[config.mk]
export PLATFORM = sky130hd
export DESIGN_NAME = rgb_channel_splitter
export DESIGN_NICKNAME = d
export VERILOG_FILES = /design/src/rtl/gau_pix_pkg.sv /design/src/rtl/chan_fifo.sv /design/src/rtl/rgb_channel_splitter.sv
export SDC_FILE = /design/constraint.sdc
export NUM_CORES = 1
export LEC_CHECK = 0
export BUFFER_PORTS_ARGS = -buffer_cell sky130_fd_sc_hd__buf_2
export CELL_PAD_IN_SITES_DETAIL_PLACEMENT = 1
export CELL_PAD_IN_SITES_GLOBAL_PLACEMENT = 1
export CORE_ASPECT_RATIO = 0.6
export CORE_MARGIN = 2
export CORE_UTILIZATION = 37
export CTS_BUF_LIST = sky130_fd_sc_hd__clkbuf_8 sky130_fd_sc_hd__clkbuf_16
export DETAILED_ROUTE_END_ITERATION = 10
export GPL_ROUTABILITY_DRIVEN = 0
export GPL_TIMING_DRIVEN = 0
export PLACE_DENSITY_LB_ADDON = 0.1
export SYNTH_ARGS = -nofsm -noshare
export SYNTH_HDL_FRONTEND = slang
export SYNTH_HIERARCHICAL = 1
export SYNTH_SLANG_ARGS = --single-unit
[constraint.sdc]
create_clock -name i_clk -period 7.4 [get_ports i_clk]
set_input_delay 0 -clock i_clk [delete_from_list [all_inputs] [get_ports i_clk]]
set_output_delay 0 -clock i_clk [all_outputs]
set_load 0.02 [all_outputs]
[src/rtl/gau_pix_pkg.sv]
// Shared pixel definitions for the Gaussian filter path: lane widths,
// byte-lane offsets and the packed RGB pixel layout (R in the low byte).
package gau_pix_pkg;

  localparam int PIX_W = 24;
  localparam int CH_W  = 8;
  localparam int R_LSB = 0;
  localparam int G_LSB = 8;
  localparam int B_LSB = 16;

  typedef struct packed {
    logic [CH_W-1:0] b;
    logic [CH_W-1:0] g;
    logic [CH_W-1:0] r;
  } rgb_pix_t;

endpackage

[src/rtl/chan_fifo.sv]
// Single-channel FIFO: register-array storage, pops itself whenever its sink
// is ready, and reports full/empty from the registered occupancy count.
module chan_fifo
  import gau_pix_pkg::*;
#(
  parameter int DEPTH = 4,
  parameter int WIDTH = CH_W
) (
  input  logic             i_clk,
  input  logic             i_rst,
  input  logic             i_push,
  input  logic [WIDTH-1:0] i_data,
  input  logic             i_busy,
  output logic             o_vld,
  output logic [WIDTH-1:0] o_data,
  output logic             o_full,
  output logic             o_empty
);

  localparam int AW = $clog2(DEPTH);
  localparam int CW = AW + 1;

  logic [WIDTH-1:0] r_mem [DEPTH];
  logic [AW-1:0]    r_wr_ptr;
  logic [AW-1:0]    r_rd_ptr;
  logic [CW-1:0]    r_count;
  logic             w_push;
  logic             w_pop;

  assign o_full  = (r_count == CW'(DEPTH));
  assign o_empty = (r_count == '0);
  assign o_vld   = ~o_empty;
  assign w_push  = i_push & ~o_full;
  assign w_pop   = ~o_empty & ~i_busy;

  // Head is forced to zero when empty so stale contents never leak out.
  assign o_data  = o_empty ? '0 : r_mem[r_rd_ptr];

  always_ff @(posedge i_clk) begin
    if (w_push) begin
      r_mem[r_wr_ptr] <= i_data;
    end
  end

  // DEPTH is a power of two, so the pointers wrap by natural overflow.
  always_ff @(posedge i_clk or negedge i_rst) begin
    if (!i_rst) begin
      r_wr_ptr <= '0;
      r_rd_ptr <= '0;
      r_count  <= '0;
    end else begin
      if (w_push) begin
        r_wr_ptr <= r_wr_ptr + AW'(1);
      end
      if (w_pop) begin
        r_rd_ptr <= r_rd_ptr + AW'(1);
      end
      case ({w_push, w_pop})
        2'b10:   r_count <= r_count + CW'(1);
        2'b01:   r_count <= r_count - CW'(1);
        default: r_count <= r_count;
      endcase
    end
  end

endmodule

[src/rtl/rgb_channel_splitter.sv]
// Fans a packed 24-bit RGB stream out to three independently handshaked 8-bit
// channel streams; a pixel is accepted only when every channel FIFO has room.
module rgb_channel_splitter
  import gau_pix_pkg::*;
#(
  parameter int DEPTH = 4,
  parameter int CNT_W = 32
) (
  input  logic             i_clk,
  input  logic             i_rst,
  output logic             i_pix_busy,
  input  logic             i_pix_vld,
  input  logic [PIX_W-1:0] i_pix_data,
  input  logic             o_r_busy,
  input  logic             o_g_busy,
  input  logic             o_b_busy,
  output logic             o_r_vld,
  output logic             o_g_vld,
  output logic             o_b_vld,
  output logic [CH_W-1:0]  o_r_data,
  output logic [CH_W-1:0]  o_g_data,
  output logic [CH_W-1:0]  o_b_data,
  output logic [CNT_W-1:0] o_pix_count
);

  rgb_pix_t         w_pix;
  logic             w_accept;
  logic             w_r_full;
  logic             w_g_full;
  logic             w_b_full;
  logic             w_r_empty;
  logic             w_g_empty;
  logic             w_b_empty;
  logic [CNT_W-1:0] r_pix_count;

  assign w_pix       = i_pix_data;
  // Full flags come straight from registered counts, so sink busy never
  // reaches the producer combinationally.
  assign i_pix_busy  = w_r_full | w_g_full | w_b_full;
  assign w_accept    = i_pix_vld & ~i_pix_busy;
  assign o_pix_count = r_pix_count;

  chan_fifo #(.DEPTH(DEPTH), .WIDTH(CH_W)) u_r_fifo (
    .i_clk   (i_clk),
    .i_rst   (i_rst),
    .i_push  (w_accept),
    .i_data  (w_pix.r),
    .i_busy  (o_r_busy),
    .o_vld   (o_r_vld),
    .o_data  (o_r_data),
    .o_full  (w_r_full),
    .o_empty (w_r_empty)
  );

  chan_fifo #(.DEPTH(DEPTH), .WIDTH(CH_W)) u_g_fifo (
    .i_clk   (i_clk),
    .i_rst   (i_rst),
    .i_push  (w_accept),
    .i_data  (w_pix.g),
    .i_busy  (o_g_busy),
    .o_vld   (o_g_vld),
    .o_data  (o_g_data),
    .o_full  (w_g_full),
    .o_empty (w_g_empty)
  );

  chan_fifo #(.DEPTH(DEPTH), .WIDTH(CH_W)) u_b_fifo (
    .i_clk   (i_clk),
    .i_rst   (i_rst),
    .i_push  (w_accept),
    .i_data  (w_pix.b),
    .i_busy  (o_b_busy),
    .o_vld   (o_b_vld),
    .o_data  (o_b_data),
    .o_full  (w_b_full),
    .o_empty (w_b_empty)
  );

  always_ff @(posedge i_clk or negedge i_rst) begin
    if (!i_rst) begin
      r_pix_count <= '0;
    end else if (w_accept) begin
      r_pix_count <= r_pix_count + CNT_W'(1);
    end
  end

endmodule

==> results of run 1 <==
-- per-stage QoR --
step           instance area (sq um)  std cells
3_3_place_gp                    7430        727
5_1_grt                         8260        786
3_5_place_dp                    7430        727
6_report                        8260        786
4_1_cts                         8260        786
2_1_floorplan                   6680        398
-- cell usage after synthesis, types with 6 or more instances --
library cell	count
and2_1	13
and3_1	6
buf_6	6
dfrtp_1	53
edfxtp_1	96
ha_1	16
inv_1	20
mux4_2	24
nand2_1	9
nand3_1	15
nand4_1	18
nor2_1	8
nor2b_4	27
xnor2_1	36
xor2_1	13
-- sequential cells by signal (all words and copies together), names as in the netlist --
| signal | flops |
|---|---|
| u_r_fifo/r_wr_ptr | 2 |
| u_b_fifo/r_mem | 32 |
| u_r_fifo/r_mem | 32 |
| u_g_fifo/r_wr_ptr | 2 |
| u_g_fifo/r_rd_ptr | 2 |
| o_pix_count | 32 |
| u_g_fifo/r_mem | 32 |
| u_b_fifo/r_rd_ptr | 2 |
| u_r_fifo/r_count | 3 |
| u_g_fifo/r_count | 3 |
| u_r_fifo/r_rd_ptr | 2 |
| u_b_fifo/r_wr_ptr | 2 |
| u_b_fifo/r_count | 3 |
-- path summary, 6_finish.rpt --
check	from	endpoint	slack, ns	cells past startpoint
hold reg to reg	o_pix_count[29]$_DFFE_PN0P_	o_pix_count[29]$_DFFE_PN0P_	0.49	1
hold / removal	i_pix_vld	o_pix_count[0]$_DFFE_PN0P_	0.12	4
max in group asynchronous	i_rst	u_b_fifo/r_wr_ptr[1]$_DFFE_PN0P_	6.72	2
min in group asynchronous	i_rst	u_r_fifo/r_rd_ptr[1]$_DFFE_PN0P_	0.17	2
setup / recovery	u_r_fifo/r_count[2]$_DFFE_PN0P_	u_b_fifo/r_count[2]$_DFFE_PN0P_	4.60	12
setup reg to reg	u_r_fifo/r_count[2]$_DFFE_PN0P_	u_b_fifo/r_count[2]$_DFFE_PN0P_	4.60	12
-- per-layer routing --
metal	vias up	part of all wire, %
li1	1717	-
met1	1868	48
met2	69	47
met3	19	3.4
met4	0	1.9
met5	-	0
-- cell usage in the layout (no fill, tap or decap), drive strengths merged --
| cell | netlist | layout |
|---|---|---|
| nand4 | 19 | 19 |
| clkinvlp | 0 | 5 |
| or3 | 1 | 1 |
| nand3 | 15 | 15 |
| and3 | 6 | 6 |
| clkbuf | 3 | 20 |
| buf | 11 | 100 |
| mux2i | 3 | 3 |
| and2 | 13 | 13 |
| dlygate4sd3 | 0 | 28 |
| clkinv | 0 | 2 |
| nor3 | 3 | 3 |
| ha | 16 | 16 |
| edfxtp | 96 | 96 |
| mux2 | 3 | 3 |
| bufinv | 0 | 1 |
| xor2 | 13 | 13 |
| mux4 | 24 | 24 |
| xnor2 | 36 | 36 |
| or4b | 1 | 1 |
| dfrtp | 53 | 53 |
| nor2 | 10 | 10 |
| nor3b | 6 | 6 |
| nor4 | 2 | 2 |
| nand2 | 9 | 9 |
| fa | 3 | 3 |
| inv | 23 | 29 |
| and4 | 2 | 2 |
| nor2b | 27 | 27 |
-- report_power, final --
part           switching (mW)  total (mW)  internal, mW  leakage, nW
combinational           0.676        1.28         0.605         1.61
sequential              0.101        1.19          1.09         1.56
clock                   0.356       0.821         0.464        0.260
-- critical path: stages (launching register included) --
cell and delay (ns):
dfrtp_1 0.42, nor3b_4 0.19, or4b_1 0.53, buf_6 0.17, inv_1 0.19, nor2b_4 0.28
inv_1 0.07, ha_1 0.22, inv_1 0.07, fa_1 0.18, xor2_1 0.15, nor2_1 0.06
xor2_1 0.14
-- cell families (layout without fill, tap and decap cells) --
family                     Yosys count  after routing  synth area share (%)
DFF                                149            149                  63.0
and+or+nand+nor                    114            114                  14.4
adders and majority gates           19             19                  3.90
muxes                               30             30                  9.22
xor gates and xnor gates            49             49                  6.42
buffers and inverters               37            185                  3.02
-- timing repair --
| item | 4_1_cts | 5_1_grt |
|---|---|---|
| setup endpoints to repair | 0 | 0 |
| buffers inserted | 0 | 0 |
| hold buffers | 28 | 0 |
| endpoints found under the hold margin | 155 | 0 |
-- layout make-up --
type / count / share of cell area [%]
plain buffers: 14 / 1.39
clock buffers: 17 / 5.15
clock inverters: 14 / 1.57
inverters: 23 / 1.04
multi-input cells: 212 / 27.5
flip-flops and latches: 149 / 50.9
well taps: 240 / 3.63
repair buffers: 117 / 8.81
==> results_dict.tcl, run 1 <==
set metrics [dict create \
    status "finished, final reports clean" \
    rsz0062_at_grt "false" \
    power_mw 3.29 \
    detail_route.drc_violations 0 \
    crit_required_ns 7.70 \
    clock-root-buffer "clkbuf_16" \
    vias 3673 \
    grt.busiest_layer "met2" \
    avgSynthCellArea_sq_um 16.8 \
    cts_buffers 17 \
    dp_hpwl_microns 8660 \
    worst_pin_slew_ns 0.737 \
    via_per_inst 4.67 \
    post-place-ws_ns 4.60 \
    grt_use_met1_pct 20.4 \
    tns_ns 0 \
    start_util_pct 37.4 \
    setup_slack_ns 4.60 \
    clk_latency_ns 0.42 \
    drive_gt1_share_pct 36.4 \
    slew_headroom_pct 50.9 \
    hold_violations 0 \
    cts_resized 0 \
    drv_cap 0 \
    port_buffers 89 \
    fin_nets 583 \
    skew_ns 0.00941 \
    cts_max_level 4 \
    finalWirelength_microns 13000 \
    antenna_found_initial 0 \
    wl_per_cell_microns 16.6 \
    clk_pin_slew_ns 0.06 \
    critPathLaunchType "flop" \
    synth_edf_count 96 \
    ys_warn_count 6 \
    multiInputGateArea_sq_um 2270 \
    ys.flop_type "edfxtp_1" \
    drt_iter0_drc 122 \
    yosys_register_bits 149 \
    hold_slack_ns 0.115 \
    slew_viol_final 0 \
    cp_max_fo 7 \
    worst-endpoint-arrival_ns 3.10 \
    grt_max_degree 54 \
    cts_tree "done" \
    drt_pass1_iterations 4 \
    dieArea_sq_um 19200 \
    ys_types 32 \
    ys_seq_area_share_pct 63.0 \
    grt.met2_usage_pct 22.6 \
    synth_nets 447 \
    max_freq_ghz 0.357 \
    yosysTopAreaCellShare_pct 43.2 \
    grt_util_met3_pct 3.27 \
    power_density_nw_per_um2 399 \
    setup_violations 0 \
    synth_area_leaders "edfxtp_1 43%, dfrtp_1 20%, mux4_2 8.1%" \
    regArea_sq_um 4210 \
    min_path_type "input pin to flop" \
    fin_util_pct 46.2 \
    die-height_microns 108 \
    finalCriticalPeriod_ns 2.80 \
    period_share_pct 37.9 \
    diodes 0 \
    leakage_nw 3.43 \
    track_usage_pct 14.8 \
    cts_sinks 149 \
    core_area_sq_um 17900 \
    grt_pass1_wl_microns 21300 \
    clockBufferDepth 2 \
    netlist_instances 398 \
    die-width_microns 177 \
    ant_nets 0 \
    ios 90 \
    vdd_drop_max_mv 0.168 \
    first_global_vias 4068 \
    end_kind "flop" \
    grt_overflow_total 0 \
    syn-cell-area_sq_um 6680 \
    rows 38 \
    syn_to_final_growth_pct 23.7 \
    async_flop_share_pct 35.6 \
    fillers 1808 \
    worstSetupPathType "flop to flop" \
    synth_area_leader_cell "edfxtp_1" \
]
(Power assumes the default switching activity.)
==> run 2: changes to the inputs <==
==> constraint.sdc (replaced) <==
create_clock -name i_clk -period 2.7 [get_ports i_clk]
set_input_delay 0 -clock i_clk [delete_from_list [all_inputs] [get_ports i_clk]]
set_output_delay 0 -clock i_clk [all_outputs]
set_load 0.02 [all_outputs]
==> results_dict.tcl, run 2 (same netlist as run 1, synthesis figures left out) <==
set metrics [dict create \
    status "finished, final reports clean" \
    worst_pin_slew_ns 0.741 \
    setup_violations 0 \
    power_density_nw_per_um2 1100 \
    clockBufferDepth 2 \
    crit_required_ns 3.00 \
    p_sw_share_pct 34.2 \
    path_buf_inv 4 \
    cts_buffers 17 \
    leakage_nw 3.48 \
    drt_iter0_drc 134 \
    grt_overflow_total 0 \
    mostFrequentLayoutCell "edfxtp_1" \
    slowest_stage "or4b_4" \
    ant_nets 0 \
    placed_area_sq_um 7430 \
    fin_nets 594 \
    track_usage_pct 14.8 \
    drive_gt1_share_pct 38.1 \
    hold_violations 0 \
    antenna_found_initial 0 \
    rsz0062_at_grt "false" \
    combPwrFrac_pct 39.9 \
    dieArea_sq_um 19200 \
    start_util_pct 37.4 \
    ios 90 \
    fin_util_pct 46.7 \
    fin_cells 797 \
    detail_route.drc_violations 0 \
    drt_pass1_iterations 4 \
    seqPwrFrac_pct 35.6 \
    via_per_inst 4.65 \
    skew_ns 0.00881 \
    grt_pass1_wl_microns 21400 \
    worst-endpoint-arrival_ns 2.81 \
    slew_headroom_pct 50.6 \
    finalCriticalPeriod_ns 2.51 \
    worstSetupPathType "flop to flop" \
    setup_slack_ns 0.190 \
    clock-root-buffer "clkbuf_16" \
    post-place-ws_ns -0.103 \
    die-width_microns 177 \
    vias 3706 \
    syn_to_final_growth_pct 25.1 \
    min_path_type "input pin to asynchronous set/reset pin" \
    dp_hpwl_microns 8660 \
    slew_viol_final 0 \
    wl_per_cell_microns 16.5 \
    core_area_sq_um 17900 \
    cts_max_level 4 \
    rows 38 \
    grt_max_degree 54 \
    fillers 1809 \
    p_clk_share_pct 24.6 \
    cp_cell_sequence "nor3b_4 -> or4b_4 -> buf_6 -> clkinvlp_4 -> nor2b_4 -> inv_1 -> ha_1 -> inv_1 -> fa_1 -> xor2_1 -> nor2_1 -> xor2_1" \
    drv_cap 0 \
    internal_power_mw 6.03 \
    cts_tree "done" \
    port_buffers 89 \
    first_global_vias 4094 \
    period_share_pct 93.0 \
    cpPeakStageDelay_ns 0.54 \
    clk_pin_slew_ns 0.06 \
    die-height_microns 108 \
    vdd_drop_max_mv 0.460 \
    clk_latency_ns 0.42 \
    finalWirelength_microns 13100 \
    diodes 0 \
    crit_family "simple AND/OR/NAND/NOR gates" \
    end_kind "flop" \
    cp_max_fo 4 \
    post-route-cell-area_sq_um 8350 \
    cts_sinks 149 \
    critPathLaunchType "flop" \
    final_cell_mix "96 x edfxtp_1, 90 x buf_2, 53 x dfrtp_1" \
    max_freq_ghz 0.398 \
    place_inst 727 \
    p_sw_mw 3.14 \
]
-- run 2: cell types whose count changed in the layout (fill, tap and decap cells not counted), sizes merged --
cell      before  now
clkinvlp       5    6
buf          100  111
inv           29   28
-- run 2: layer usage --
| metal | up-vias | wire [microns] | GRT usage (%) |
|---|---|---|---|
| met5 | - | 0 | 0 |
| met4 | 0 | 245 | 6.32 |
| met3 | 19 | 444 | 3.27 |
| met2 | 66 | 6150 | 22.8 |
| met1 | 1882 | 6300 | 20.4 |
| li1 | 1739 | - | - |
-- run 2: timing repair --
action | in CTS | in global routing
hold buffers | 28 | 0
hold endpoints to repair | 155 | 0
resized for setup | 1 | 1
setup endpoints to repair | 6 | 8
setup buffers | 4 | 7
pin swaps | 0 | 2
-- run 2: path summary, 6_finish.rpt --
path	startpoint	endpoint	slack [ns]	depth (start not counted)
min in group i_clk	i_pix_vld	o_pix_count[0]$_DFFE_PN0P_	0.26	5
hold / removal	i_rst	u_r_fifo/r_rd_ptr[1]$_DFFE_PN0P_	0.18	2
setup / recovery	u_g_fifo/r_count[2]$_DFFE_PN0P_	u_r_fifo/r_count[2]$_DFFE_PN0P_	0.19	12
setup reg to reg	u_g_fifo/r_count[2]$_DFFE_PN0P_	u_r_fifo/r_count[2]$_DFFE_PN0P_	0.19	12
max in group asynchronous	i_rst	u_b_fifo/r_wr_ptr[1]$_DFFE_PN0P_	2.01	2
hold reg to reg	o_pix_count[29]$_DFFE_PN0P_	o_pix_count[29]$_DFFE_PN0P_	0.49	1
-- run 2: worst reg2reg max path, delay by kind of cell (launching register included) --
kind / cells / cell delay, ns
buffers and inverters: 4 / 0.36
XOR/XNOR: 2 / 0.30
flip-flops: 1 / 0.40
adder cells (fa/ha/maj): 2 / 0.39
AND/OR/NAND/NOR: 4 / 0.96
-- run 2: power groups by stage --
stage / clock, mW / combinational [mW] / sequential [mW]
after floorplan: 0 / 2.66 / 3.31
after global placement: 0 / 3.49 / 3.29
after detailed placement: 0 / 3.56 / 3.32
after CTS: 2.33 / 3.66 / 3.28
after global routing: 2.40 / 4.01 / 3.33
final: 2.25 / 3.65 / 3.26
-- run 2: metrics by stage --
stage	TNS [ns]	hold WS (ns)	power, mW
after floorplan	0	-0.296	5.97
after global routing	0	0.243	9.73
final	0	0.176	9.17
after CTS	0	0.111	9.27
after detailed placement	-0.475	0.226	6.88
after global placement	-0.366	0.212	6.78
-- run 2: cell type report --
class	count	area, sq um	area share, %
Inverter	23	90.1	1.08
Tap cell	240	300	3.59
Multi-Input combinational cell	212	2270	27.2
Timing Repair Buffer	128	811	9.70
Clock buffer	17	425	5.09
Sequential cell	149	4210	50.4
Clock inverter	14	130	1.56
Buffer	14	115	1.38
==> run 3: changes to the inputs <==
--- a/config.mk
+++ b/config.mk
@@ -5,6 +5,7 @@
 export SDC_FILE = /design/constraint.sdc
 export NUM_CORES = 1
 export LEC_CHECK = 0
+export ABC_AREA = 1
 export BUFFER_PORTS_ARGS = -buffer_cell sky130_fd_sc_hd__buf_2
 export CELL_PAD_IN_SITES_DETAIL_PLACEMENT = 1
 export CELL_PAD_IN_SITES_GLOBAL_PLACEMENT = 1
@@ -16,6 +17,7 @@
 export GPL_ROUTABILITY_DRIVEN = 0
 export GPL_TIMING_DRIVEN = 0
 export PLACE_DENSITY_LB_ADDON = 0.1
+export SLEW_MARGIN = 30
 export SYNTH_ARGS = -nofsm -noshare
 export SYNTH_HDL_FRONTEND = slang
 export SYNTH_HIERARCHICAL = 1
==> results_dict.tcl, run 3 <==
set metrics [dict create \
    yosysMostFrequentCell "nand2_1" \
    finalWirelength_microns 18700 \
    port_buffers 89 \
    synth_common_cells "214 x nand2_1, 171 x inv_1, 96 x edfxtp_1, 74 x nand3_1, 53 x dfrtp_1" \
    async_flop_share_pct 35.6 \
    vias 5532 \
    worst_pin_slew_ns 0.956 \
    power_density_nw_per_um2 1040 \
    grt.busiest_layer "met2" \
    ys.flop_type "edfxtp_1" \
    yosys_register_bits 149 \
    end_kind "flop" \
    synth_nets 835 \
    max_freq_ghz 0.410 \
    drive_gt1_share_pct 19.1 \
    mostFrequentLayoutCell "nand2_1" \
    grt_util_met3_pct 3.83 \
    worst-endpoint-arrival_ns 2.75 \
    antenna_found_initial 0 \
    diodes 0 \
    drv_cap 0 \
    syn-cell-area_sq_um 7330 \
    drt_pass1_iterations 4 \
    netlist_instances 786 \
    drt_iter0_drc 220 \
    die-width_microns 186 \
    wl_per_cell_microns 15.5 \
    ant_nets 0 \
    place_inst 1141 \
    cts_sinks 149 \
    fin_nets 974 \
    combPwrFrac_pct 42.4 \
    period_share_pct 90.3 \
    hold_violations 0 \
    avgSynthCellArea_sq_um 9.33 \
    vdd_drop_max_mv 0.484 \
    status "finished, final reports clean" \
    grt_use_met1_pct 25.8 \
    fillers 2270 \
    post-route-cell-area_sq_um 9020 \
    slew_headroom_pct 36.1 \
    placed_area_sq_um 8110 \
    clock-root-buffer "clkbuf_16" \
    synth_area_leaders "edfxtp_1 39%, dfrtp_1 18%, nand2_1 11%" \
    p_sw_mw 3.90 \
    ys_warn_count 6 \
    ios 90 \
    slew_viol_final 0 \
    synth_area_leader_cell "edfxtp_1" \
    clk_pin_slew_ns 0.06 \
    via_per_inst 4.59 \
    grt_pass1_wl_microns 30900 \
    leakage_nw 4.34 \
    internal_power_mw 5.49 \
    skew_ns 0.0123 \
    cts_buffers 17 \
    worstSetupPathType "flop to flop" \
    first_global_vias 6086 \
    p_clk_share_pct 23.5 \
    grt.met2_usage_pct 31.9 \
    seqPwrFrac_pct 34.1 \
    cts_max_level 4 \
    die-height_microns 113 \
    track_usage_pct 19.2 \
    start_util_pct 38.1 \
    clk_latency_ns 0.42 \
    finalCriticalPeriod_ns 2.44 \
    syn_to_final_growth_pct 23.0 \
    ys_types 32 \
    clockBufferDepth 2 \
    post-place-ws_ns -0.216 \
    detail_route.drc_violations 0 \
    grt_overflow_total 0 \
    fin_cells 1204 \
    cts_tree "done" \
    final_cell_mix "211 x nand2_1, 171 x inv_1, 96 x edfxtp_1" \
    core_area_sq_um 19200 \
    ys_seq_area_share_pct 57.4 \
    cp_max_fo 7 \
    setup_violations 0 \
    setup_slack_ns 0.262 \
    dieArea_sq_um 21000 \
    yosysTopAreaCellShare_pct 39.3 \
    dp_hpwl_microns 13000 \
    critPathLaunchType "flop" \
    min_path_type "input pin to flop" \
    synth_edf_count 96 \
    p_sw_share_pct 41.5 \
    crit_required_ns 3.01 \
    rows 39 \
    grt_max_degree 54 \
]
==> run 3: worst paths after layout <==
check                      slack [ns]  cells past startpoint                          endpoint                       startpoint
max                              0.26                     14   u_g_fifo/r_count[2]$_DFFE_PN0P_  u_b_fifo/r_count[0]$_DFFE_PN0P_
min reg2reg                      0.48                      1   u_g_fifo/r_count[0]$_DFFE_PN0P_  u_g_fifo/r_count[0]$_DFFE_PN0P_
max reg2reg                      0.26                     14   u_g_fifo/r_count[2]$_DFFE_PN0P_  u_b_fifo/r_count[0]$_DFFE_PN0P_
min                              0.14                      5  u_r_fifo/r_wr_ptr[1]$_DFFE_PN0P_                        i_pix_vld
min in group asynchronous        0.17                      2       o_pix_count[26]$_DFFE_PN0P_                            i_rst
max in group asynchronous        2.04                      2  u_b_fifo/r_wr_ptr[0]$_DFFE_PN0P_                            i_rst
==> run 3: stage by stage <==
step	hold WS, ns	setup TNS, ns	total power, mW	util, %
5_1_grt	0.159	-0.000709	10.1	46.9
6_report	0.137	0	9.39	46.9
4_1_cts	0.0715	-0.00803	9.48	46.8
2_1_floorplan	-0.296	0	5.87	-
3_3_place_gp	0.207	-8.89	6.91	42.2
3_5_place_dp	0.106	-14.28	7.11	42.2
==> run 3: worst max-delay path, cell delays in order (launching register included) <==
cell and delay (ns):
dfrtp_1 0.39, inv_1 0.13, nand3_1 0.20, inv_1 0.12, inv_2 0.05, nand3_4 0.08
clkinvlp_4 0.19, nand2_4 0.18, ha_1 0.19, inv_1 0.08, fa_1 0.40, nand2_1 0.12
nand3_1 0.08, nand2_1 0.06, nand2_1 0.04
==> run 3: logic make-up (layout without fill, tap and decap cells) <==
logic type               Yosys count  count (layout)  share of synthesized area, %
AND/OR/NAND/NOR                  369             369                          22.4
XOR/XNOR                          24              24                          2.87
buffers and inverters            193             345                          11.4
flip-flops                       149             149                          57.4
AO/OA/AOI/OAI                     32              32                          2.34
adder cells (fa/ha/maj)           19              19                          3.55
==> run 3: repair_timing <==
item                                    in CTS  in global routing
gates cloned                                 0                  0
endpoints found under the hold margin      155                  0
setup buffers                                2                  1
endpoints found under the setup margin     102                 30
hold buffers                                28                  0
gates resized for setup                     14                  2
==> run 3: final cells by class <==
| class | count | area (sq um) | area share (%) |
|---|---|---|---|
| Sequential cell | 149 | 4210 | 46.7 |
| Multi-Input combinational cell | 444 | 2340 | 25.9 |
| Timing Repair Buffer | 120 | 751 | 8.32 |
| Inverter | 179 | 691 | 7.66 |
| Clock buffer | 17 | 425 | 4.72 |
| Tap cell | 266 | 333 | 3.69 |
| Buffer | 14 | 151 | 1.68 |
| Clock inverter | 15 | 124 | 1.37 |
==> run 3: power groups by stage <==
| stage | clock network, mW | logic [mW] | registers [mW] |
|---|---|---|---|
| after floorplan | 0 | 2.65 | 3.23 |
| after global placement | 0 | 3.70 | 3.21 |
| after detailed placement | 0 | 3.87 | 3.24 |
| after CTS | 2.26 | 4.02 | 3.20 |
| after global routing | 2.36 | 4.46 | 3.25 |
| final | 2.21 | 3.98 | 3.20 |
==> run 3: routing by layer <==
layer  up-vias  wire length, microns
met1      2714                  9190
met2        69                  8850
met4         0                   122
met5         -                     0
met3        12                   496
li1       2737                     -
